--- config.mk ---
export PLATFORM = sky130hd
export DESIGN_NAME = ahb_mem_arbiter_flat
export DESIGN_NICKNAME = d
export VERILOG_FILES = /design/src/rtl/ahb_mem_arbiter_if.sv /design/src/rtl/ahb_mem_arbiter.sv /design/src/flat_wrapper.sv
export SDC_FILE = /design/constraint.sdc
export NUM_CORES = 1
export LEC_CHECK = 0
export ABC_AREA = 1
export BUFFER_PORTS_ARGS = -buffer_cell sky130_fd_sc_hd__buf_2
export CORE_MARGIN = 3
export CORE_UTILIZATION = 30
export DETAILED_ROUTE_END_ITERATION = 7
export HOLD_SLACK_MARGIN = 0.02
export SLEW_MARGIN = 10
export SYNTH_ARGS = -nofsm -noshare
export SYNTH_HDL_FRONTEND = slang
export SYNTH_SLANG_ARGS = --single-unit
export TNS_END_PERCENT = 1
--- constraint.sdc ---
create_clock -name HCLK -period 4.3 [get_ports HCLK]
set_input_delay 0.215 -clock HCLK [delete_from_list [all_inputs] [get_ports HCLK]]
set_output_delay 0.215 -clock HCLK [all_outputs]
set_load 0.01 [all_outputs]
--- src/rtl/ahb_mem_arbiter_if.sv ---
// Request/grant ports of both masters plus the AHB slave-side signals.
// The arbiter connects through 'master' (it masters the AHB slave); the environment uses 'slave'.
interface ahb_mem_arbiter_if #(
  parameter int ADDR_WIDTH = 10,
  parameter int DATA_WIDTH = 32,
  parameter int LEN_WIDTH  = 4
);
  logic                  m0_req, m1_req;
  logic [ADDR_WIDTH-1:0] m0_addr, m1_addr;
  logic                  m0_write, m1_write;
  logic [LEN_WIDTH-1:0]  m0_len, m1_len;
  logic [DATA_WIDTH-1:0] m0_wdata, m1_wdata;
  logic                  m0_gnt, m1_gnt;
  logic                  m0_beat, m1_beat;
  logic                  m0_rvalid, m1_rvalid;
  logic [DATA_WIDTH-1:0] m0_rdata, m1_rdata;
  logic                  m0_done, m1_done;
  logic                  m0_err, m1_err;
  logic                  HSEL;
  logic [ADDR_WIDTH-1:0] HADDR;
  logic [1:0]            HTRANS;
  logic                  HWRITE;
  logic [DATA_WIDTH-1:0] HWDATA;
  logic [DATA_WIDTH-1:0] HRDATA;
  logic                  HREADY;
  logic                  HRESP;

  modport master (
    input  m0_req, m1_req, m0_addr, m1_addr, m0_write, m1_write,
           m0_len, m1_len, m0_wdata, m1_wdata, HRDATA, HREADY, HRESP,
    output m0_gnt, m1_gnt, m0_beat, m1_beat, m0_rvalid, m1_rvalid,
           m0_rdata, m1_rdata, m0_done, m1_done, m0_err, m1_err,
           HSEL, HADDR, HTRANS, HWRITE, HWDATA
  );

  modport slave (
    output m0_req, m1_req, m0_addr, m1_addr, m0_write, m1_write,
           m0_len, m1_len, m0_wdata, m1_wdata, HRDATA, HREADY, HRESP,
    input  m0_gnt, m1_gnt, m0_beat, m1_beat, m0_rvalid, m1_rvalid,
           m0_rdata, m1_rdata, m0_done, m1_done, m0_err, m1_err,
           HSEL, HADDR, HTRANS, HWRITE, HWDATA
  );
endinterface

--- src/rtl/ahb_mem_arbiter.sv ---
// Two-master round-robin arbiter that sequences single/incrementing bursts onto the
// AHB memory slave one beat at a time (ADDR then DATA), with wait-state timeout.
module ahb_mem_arbiter #(
  parameter int ADDR_WIDTH = 10,
  parameter int DATA_WIDTH = 32,
  parameter int LEN_WIDTH  = 4,
  parameter int TIMEOUT    = 16
) (
  input logic              HCLK,
  input logic              HRESET,
  ahb_mem_arbiter_if.master bus
);
  localparam int WW = $clog2(TIMEOUT + 1);
  localparam logic [1:0] HT_IDLE   = 2'b00;
  localparam logic [1:0] HT_NONSEQ = 2'b10;
  localparam logic [1:0] HT_SEQ    = 2'b11;

  typedef enum logic [1:0] {S_IDLE, S_ADDR, S_DATA, S_DONE} state_t;

  state_t                     state_q, state_d;
  logic [1:0]                 gnt_q, gnt_d;
  logic [1:0]                 beat_q, beat_d;
  logic [1:0]                 rvalid_q, rvalid_d;
  logic [1:0]                 done_q, done_d;
  logic [1:0]                 err_q, err_d;
  logic [1:0][DATA_WIDTH-1:0] rdata_q, rdata_d;
  logic                       owner_q, owner_d;
  logic                       last_q, last_d;
  logic [ADDR_WIDTH-1:0]      addr_q, addr_d;
  logic                       write_q, write_d;
  logic [LEN_WIDTH-1:0]       len_q, len_d;
  logic [LEN_WIDTH-1:0]       cnt_q, cnt_d;
  logic [WW-1:0]              wait_q, wait_d;
  logic                       hsel_q, hsel_d;
  logic [1:0]                 htrans_q, htrans_d;
  logic [DATA_WIDTH-1:0]      hwdata_q, hwdata_d;

  logic [1:0]                 req;
  logic [1:0][ADDR_WIDTH-1:0] req_addr;
  logic [1:0]                 req_write;
  logic [1:0][LEN_WIDTH-1:0]  req_len;
  logic [1:0][DATA_WIDTH-1:0] req_wdata;
  logic                       win;

  assign req       = {bus.m1_req, bus.m0_req};
  assign req_addr  = {bus.m1_addr, bus.m0_addr};
  assign req_write = {bus.m1_write, bus.m0_write};
  assign req_len   = {bus.m1_len, bus.m0_len};
  assign req_wdata = {bus.m1_wdata, bus.m0_wdata};

  always_comb begin
    state_d  = state_q;
    gnt_d    = gnt_q;
    beat_d   = '0;
    rvalid_d = '0;
    done_d   = '0;
    err_d    = '0;
    rdata_d  = rdata_q;
    owner_d  = owner_q;
    last_d   = last_q;
    addr_d   = addr_q;
    write_d  = write_q;
    len_d    = len_q;
    cnt_d    = cnt_q;
    wait_d   = wait_q;
    hsel_d   = hsel_q;
    htrans_d = HT_IDLE;
    hwdata_d = hwdata_q;
    win      = 1'b0;

    case (state_q)
      S_IDLE: begin
        if (|req) begin
          // On a tie the master that did not own the previous transaction wins.
          win          = (req[0] & req[1]) ? ~last_q : req[1];
          owner_d      = win;
          addr_d       = req_addr[win];
          write_d      = req_write[win];
          len_d        = req_len[win];
          cnt_d        = '0;
          wait_d       = '0;
          gnt_d        = '0;
          gnt_d[win]   = 1'b1;
          hsel_d       = 1'b1;
          htrans_d     = HT_NONSEQ;
          state_d      = S_ADDR;
        end
      end

      S_ADDR: begin
        hwdata_d = req_wdata[owner_q];
        state_d  = S_DATA;
      end

      S_DATA: begin
        if (bus.HREADY) begin
          if (bus.HRESP) begin
            err_d[owner_q]  = 1'b1;
            done_d[owner_q] = 1'b1;
            gnt_d           = '0;
            hsel_d          = 1'b0;
            state_d         = S_DONE;
          end else begin
            beat_d[owner_q] = 1'b1;
            if (!write_q) begin
              rvalid_d[owner_q] = 1'b1;
              rdata_d[owner_q]  = bus.HRDATA;
            end
            if (cnt_q == len_q) begin
              done_d[owner_q] = 1'b1;
              gnt_d           = '0;
              hsel_d          = 1'b0;
              state_d         = S_DONE;
            end else begin
              // Address wraps naturally at the top of the slave's word space.
              cnt_d    = cnt_q + LEN_WIDTH'(1);
              addr_d   = addr_q + ADDR_WIDTH'(1);
              wait_d   = '0;
              htrans_d = HT_SEQ;
              state_d  = S_ADDR;
            end
          end
        end else if (wait_q == WW'(TIMEOUT - 1)) begin
          err_d[owner_q]  = 1'b1;
          done_d[owner_q] = 1'b1;
          gnt_d           = '0;
          hsel_d          = 1'b0;
          state_d         = S_DONE;
        end else begin
          wait_d = wait_q + WW'(1);
        end
      end

      S_DONE: begin
        last_d  = owner_q;
        state_d = S_IDLE;
      end

      default: state_d = S_IDLE;
    endcase
  end

  always_ff @(posedge HCLK or posedge HRESET) begin
    if (HRESET) begin
      state_q  <= S_IDLE;
      gnt_q    <= '0;
      beat_q   <= '0;
      rvalid_q <= '0;
      done_q   <= '0;
      err_q    <= '0;
      rdata_q  <= '0;
      owner_q  <= 1'b0;
      last_q   <= 1'b1;
      addr_q   <= '0;
      write_q  <= 1'b0;
      len_q    <= '0;
      cnt_q    <= '0;
      wait_q   <= '0;
      hsel_q   <= 1'b0;
      htrans_q <= HT_IDLE;
      hwdata_q <= '0;
    end else begin
      state_q  <= state_d;
      gnt_q    <= gnt_d;
      beat_q   <= beat_d;
      rvalid_q <= rvalid_d;
      done_q   <= done_d;
      err_q    <= err_d;
      rdata_q  <= rdata_d;
      owner_q  <= owner_d;
      last_q   <= last_d;
      addr_q   <= addr_d;
      write_q  <= write_d;
      len_q    <= len_d;
      cnt_q    <= cnt_d;
      wait_q   <= wait_d;
      hsel_q   <= hsel_d;
      htrans_q <= htrans_d;
      hwdata_q <= hwdata_d;
    end
  end

  assign bus.m0_gnt    = gnt_q[0];
  assign bus.m1_gnt    = gnt_q[1];
  assign bus.m0_beat   = beat_q[0];
  assign bus.m1_beat   = beat_q[1];
  assign bus.m0_rvalid = rvalid_q[0];
  assign bus.m1_rvalid = rvalid_q[1];
  assign bus.m0_rdata  = rdata_q[0];
  assign bus.m1_rdata  = rdata_q[1];
  assign bus.m0_done   = done_q[0];
  assign bus.m1_done   = done_q[1];
  assign bus.m0_err    = err_q[0];
  assign bus.m1_err    = err_q[1];
  assign bus.HSEL      = hsel_q;
  assign bus.HADDR     = addr_q;
  assign bus.HTRANS    = htrans_q;
  assign bus.HWRITE    = write_q;
  assign bus.HWDATA    = hwdata_q;
endmodule

--- src/flat_wrapper.sv ---
// flat-port wrapper written by rule: the top's interface ports become plain ports
module ahb_mem_arbiter_flat 
#(
  parameter int ADDR_WIDTH = 10,
  parameter int DATA_WIDTH = 32,
  parameter int LEN_WIDTH  = 4,
  parameter int TIMEOUT    = 16
)
  (HCLK, HRESET, bus_m0_req, bus_m1_req, bus_m0_addr, bus_m1_addr, bus_m0_write, bus_m1_write, bus_m0_len, bus_m1_len, bus_m0_wdata, bus_m1_wdata, bus_HRDATA, bus_HREADY, bus_HRESP, bus_m0_gnt, bus_m1_gnt, bus_m0_beat, bus_m1_beat, bus_m0_rvalid, bus_m1_rvalid, bus_m0_rdata, bus_m1_rdata, bus_m0_done, bus_m1_done, bus_m0_err, bus_m1_err, bus_HSEL, bus_HADDR, bus_HTRANS, bus_HWRITE, bus_HWDATA);
  ahb_mem_arbiter_if #(.ADDR_WIDTH(ADDR_WIDTH), .DATA_WIDTH(DATA_WIDTH), .LEN_WIDTH(LEN_WIDTH)) bus_i ();
  input logic HCLK;
  input logic HRESET;
  input wire logic [$bits(bus_i.m0_req)-1:0] bus_m0_req;
  input wire logic [$bits(bus_i.m1_req)-1:0] bus_m1_req;
  input wire logic [$bits(bus_i.m0_addr)-1:0] bus_m0_addr;
  input wire logic [$bits(bus_i.m1_addr)-1:0] bus_m1_addr;
  input wire logic [$bits(bus_i.m0_write)-1:0] bus_m0_write;
  input wire logic [$bits(bus_i.m1_write)-1:0] bus_m1_write;
  input wire logic [$bits(bus_i.m0_len)-1:0] bus_m0_len;
  input wire logic [$bits(bus_i.m1_len)-1:0] bus_m1_len;
  input wire logic [$bits(bus_i.m0_wdata)-1:0] bus_m0_wdata;
  input wire logic [$bits(bus_i.m1_wdata)-1:0] bus_m1_wdata;
  input wire logic [$bits(bus_i.HRDATA)-1:0] bus_HRDATA;
  input wire logic [$bits(bus_i.HREADY)-1:0] bus_HREADY;
  input wire logic [$bits(bus_i.HRESP)-1:0] bus_HRESP;
  output wire logic [$bits(bus_i.m0_gnt)-1:0] bus_m0_gnt;
  output wire logic [$bits(bus_i.m1_gnt)-1:0] bus_m1_gnt;
  output wire logic [$bits(bus_i.m0_beat)-1:0] bus_m0_beat;
  output wire logic [$bits(bus_i.m1_beat)-1:0] bus_m1_beat;
  output wire logic [$bits(bus_i.m0_rvalid)-1:0] bus_m0_rvalid;
  output wire logic [$bits(bus_i.m1_rvalid)-1:0] bus_m1_rvalid;
  output wire logic [$bits(bus_i.m0_rdata)-1:0] bus_m0_rdata;
  output wire logic [$bits(bus_i.m1_rdata)-1:0] bus_m1_rdata;
  output wire logic [$bits(bus_i.m0_done)-1:0] bus_m0_done;
  output wire logic [$bits(bus_i.m1_done)-1:0] bus_m1_done;
  output wire logic [$bits(bus_i.m0_err)-1:0] bus_m0_err;
  output wire logic [$bits(bus_i.m1_err)-1:0] bus_m1_err;
  output wire logic [$bits(bus_i.HSEL)-1:0] bus_HSEL;
  output wire logic [$bits(bus_i.HADDR)-1:0] bus_HADDR;
  output wire logic [$bits(bus_i.HTRANS)-1:0] bus_HTRANS;
  output wire logic [$bits(bus_i.HWRITE)-1:0] bus_HWRITE;
  output wire logic [$bits(bus_i.HWDATA)-1:0] bus_HWDATA;
  assign bus_i.m0_req = bus_m0_req;
  assign bus_i.m1_req = bus_m1_req;
  assign bus_i.m0_addr = bus_m0_addr;
  assign bus_i.m1_addr = bus_m1_addr;
  assign bus_i.m0_write = bus_m0_write;
  assign bus_i.m1_write = bus_m1_write;
  assign bus_i.m0_len = bus_m0_len;
  assign bus_i.m1_len = bus_m1_len;
  assign bus_i.m0_wdata = bus_m0_wdata;
  assign bus_i.m1_wdata = bus_m1_wdata;
  assign bus_i.HRDATA = bus_HRDATA;
  assign bus_i.HREADY = bus_HREADY;
  assign bus_i.HRESP = bus_HRESP;
  assign bus_m0_gnt = bus_i.m0_gnt;
  assign bus_m1_gnt = bus_i.m1_gnt;
  assign bus_m0_beat = bus_i.m0_beat;
  assign bus_m1_beat = bus_i.m1_beat;
  assign bus_m0_rvalid = bus_i.m0_rvalid;
  assign bus_m1_rvalid = bus_i.m1_rvalid;
  assign bus_m0_rdata = bus_i.m0_rdata;
  assign bus_m1_rdata = bus_i.m1_rdata;
  assign bus_m0_done = bus_i.m0_done;
  assign bus_m1_done = bus_i.m1_done;
  assign bus_m0_err = bus_i.m0_err;
  assign bus_m1_err = bus_i.m1_err;
  assign bus_HSEL = bus_i.HSEL;
  assign bus_HADDR = bus_i.HADDR;
  assign bus_HTRANS = bus_i.HTRANS;
  assign bus_HWRITE = bus_i.HWRITE;
  assign bus_HWDATA = bus_i.HWDATA;
  ahb_mem_arbiter #(.ADDR_WIDTH(ADDR_WIDTH), .DATA_WIDTH(DATA_WIDTH), .LEN_WIDTH(LEN_WIDTH), .TIMEOUT(TIMEOUT)) u_core (.HCLK(HCLK), .HRESET(HRESET), .bus(bus_i));
endmodule
==> impl_metrics.env <==
export IMPL_outcome="finished, final reports clean"
export IMPL_routed_wl_um=17340
export IMPL_relSlewSlack=0.2756
export IMPL_ant_nets=0
export IMPL_synth_cell_type_count=31
export IMPL_synth_seq_area_share=0.5492
export IMPL_grt_overflow_total=0
export IMPL_numCtsBuffers=17
export IMPL_avgViaCountPerCell=4.493
export IMPL_design_die_area_mm2=0.02258
export IMPL_synth_top_area_share=0.5450
export IMPL_ys_top_cells_by_area="dfrtp_1 (54%), nand2_1 (13%), o21ai_2 (6.5%), o21ai_0 (5.8%), inv_1 (4.1%)"
export IMPL_core_mm2=0.02036
export IMPL_avgSynthCellArea_um2=8.673
export IMPL_setup_violations_final=0
export IMPL_final_hold_viol_count=0
export IMPL_routedWlPerCell_um=13.92
export IMPL_cts_max_path_buffers=2
export IMPL_ctsHoldBuffers=0
export IMPL_synthCells=720
export IMPL_end_kind="register"
export IMPL_fin_crit_ns=2.442
export IMPL_initial_core_util=0.3066
export IMPL_finalWorstSetupSlack_ns=1.858
export IMPL_crit_chain="inv_2, nor2_4, inv_2, nor2_4, inv_2, nor3_2, nand2_2, buf_4, nand2_1, o21ai_2"
export IMPL_ys_warnings_count=0
export IMPL_place_inst=1214
export IMPL_clock_latency_ns=0.41
export IMPL_vias=5598
export IMPL_drt_pass1_iter_count=4
export IMPL_critPathSlowestCell="dfrtp_1"
export IMPL_clock_skew_ns=0.007797
export IMPL_arrival_ns=2.73
export IMPL_antenna_found_initial=1
export IMPL_met2_usage=0.2507
export IMPL_cp_slowest_stage_delay_ns=0.46
export IMPL_fin_cells=1246
export IMPL_yosys_register_bits=137
export IMPL_worst_slew_pin_slew_ns=1.085
export IMPL_syn_num_nets=856
export IMPL_diodes=0
export IMPL_worstHoldPathType="input port to async pin"
export IMPL_cap_violations=0
export IMPL_p_leak_nw=4.526
export IMPL_ioPinCount=252
export IMPL_cts_root_buf="clkbuf_16"
export IMPL_power_total_w=0.005898
export IMPL_met3_usage=0.04094
export IMPL_reg2reg_from="u_core.state_q[1]"
export IMPL_grt_pass1_vias=5375
export IMPL_htreeDepth=4
export IMPL_fmax_mhz=409.6
export IMPL_crit_top_cell="inv_2"
export IMPL_finalNetCount=1099
export IMPL_setup_tns_ns=0
export IMPL_die_height_um=150.3
export IMPL_place_gp_congestion=0.8048
export IMPL_critPathLaunchType="register"
export IMPL_drt_iter0_drc=317
export IMPL_grt_max_degree=108
export IMPL_p_per_area_mw_per_mm2=716.6
export IMPL_r2r_end="u_core.bus.m0_rdata[25]"
export IMPL_layout_drive_gt1_share=0.3607
export IMPL_worstRegToRegCells=10
export IMPL_dp_hpwl_um=12350
export IMPL_yosysTopAreaCell="dfrtp_1"
export IMPL_startpoint="u_core.state_q[1]"
export IMPL_clk_pin_slew_ns=0.06
export IMPL_grt_pass1_wl_um=27470
export IMPL_met1_usage=0.1965
export IMPL_areaGrowthSynthToFinish_pct=31.80
export IMPL_peakVddDrop_mv=0.2675
export IMPL_r2r_slack_ns=1.86
export IMPL_fill_cells=2076
export IMPL_critical_path_required_ns=4.58
export IMPL_finalCritPeriodShare=0.5678
export IMPL_grt_usage=0.1541
export IMPL_cts_resized=0
export IMPL_rsz0062_at_grt="no"
export IMPL_num_rows=52
export IMPL_pre_cts_slack_ns=1.850
export IMPL_io_buffers=251
export IMPL_cts_setup_buffers=0
export IMPL_cts_sinks=137
export IMPL_crit_type="register to register"
export IMPL_drv_slew=0
export IMPL_synthesis_area_mm2=0.006245
export IMPL_worstPathMaxFanout=50
export IMPL_drc=0
export IMPL_cts_tree="done"
export IMPL_grt_busiest_layer="met2"
export IMPL_die_w_um=150.3
==> registers in the layout, indices dropped and copies added, names as in the netlist, 2 cells and up <==
| signal | count |
|---|---|
| u_core.bus.HWDATA | 32 |
| u_core.bus.m0_rdata | 32 |
| u_core.bus.m1_rdata | 32 |
| u_core.bus.HADDR | 10 |
| u_core.wait_q | 5 |
| u_core.cnt_q | 4 |
| u_core.len_q | 4 |
| u_core.beat_q | 2 |
| u_core.bus.HTRANS | 2 |
| u_core.done_q | 2 |
| u_core.err_q | 2 |
| u_core.gnt_q | 2 |
| u_core.rvalid_q | 2 |
| u_core.state_q | 2 |
==> synth_stat cells <==
cell type	number
o21ai_0	72
nor3_1	5
o22ai_1	4
inv_1	68
nor2_1	59
a31oi_1	1
dfstp_2	1
clkbuf_1	16
ha_1	4
a22oi_1	6
dfrtp_1	136
buf_1	2
nand2_1	216
or2_2	2
nor2_4	2
a21o_1	2
nor2_2	3
buf_4	1
o211ai_1	1
buf_2	3
buf_6	12
nand4_1	1
nor4_1	3
xnor2_1	1
inv_2	3
a21oi_1	2
o21ai_2	46
xor2_1	3
o21ai_1	18
nor3_2	1
nand3_1	26
==> logic make-up (layout without fill, tap and decap cells) <==
group,Yosys count,after routing,synth area share
flops,137,137,0.5492
fa+ha+maj,4,4,0.008015
xor+xnor,4,4,0.005611
simple gates,318,318,0.2044
compound gates,152,152,0.1541
buf+inv,105,361,0.07874
==> layout make-up <==
type	instances	area, µm²	area share
well taps	270	337.8	0.04105
multi-input cells	478	2331	0.2832
flip-flops and latches	137	3430	0.4167
clock buffers	17	425.4	0.05169
clock inverters	15	126.4	0.01535
inverters	71	271.5	0.03299
repair buffers	258	1309	0.1590
==> critical path: cells and delay by family (launching register included) <==
kind	cells	cell delay [ns]
buf+inv	4	0.75
compound gates	1	0.06
simple gates	5	1.05
flops	1	0.46
==> metrics by stage <==
stage | utilization | hold WS, ns | instance area [µm²]
final | 0.4042 | 0.02896 | 8230
after global routing | 0.4042 | 0.06094 | 8230
after CTS | 0.4042 | 0.03938 | 8230
after detailed placement | 0.3771 | 0.4598 | 7679
after global placement | 0.3771 | 0.4549 | 7679
after floorplan | - | 0.2858 | 6245
==> routing by layer <==
layer	part of all wire	up-vias
met1	0.44	2573
met4	0.019	2
met3	0.072	21
li1	-	2795
met2	0.47	207
met5	0.00075	-
==> power by group <==
part	internal [W]	switching, W	leakage (nW)
Clock	0.000794	0.000582	0.269
Combinational	0.000884	0.00142	2.51
Sequential	0.00186	0.000357	1.75
==> worst max-delay path by stage <==
stage,cells past startpoint,to
after floorplan,1,u_core.beat_q[0]
after global placement,10,u_core.bus.m0_rdata[23]
after detailed placement,10,u_core.bus.m0_rdata[25]
after CTS,10,u_core.bus.m0_rdata[4]
after global routing,10,u_core.bus.m0_rdata[25]
final,10,u_core.bus.m0_rdata[25]
==> placed cells by master, fill, tap and decap left out, types with 2 or more instances in the layout <==
cell type / n
clkinv_4: 3
nor2_1: 58
nand2_2: 2
inv_6: 3
ha_1: 4
a21o_1: 2
a21oi_1: 2
dfrtp_1: 136
or2_2: 2
inv_2: 3
clkinv_2: 6
a22oi_1: 6
nor4_1: 3
clkinvlp_4: 3
nand3_1: 26
xor2_1: 3
nand2_1: 214
inv_1: 67
nor2_2: 4
nor2_4: 2
buf_4: 7
o22ai_1: 4
o21ai_1: 18
nor3_1: 5
o21ai_0: 72
buf_2: 251
o21ai_2: 46
clkbuf_16: 17
Note: power is estimated with default switching activity, not from simulation.
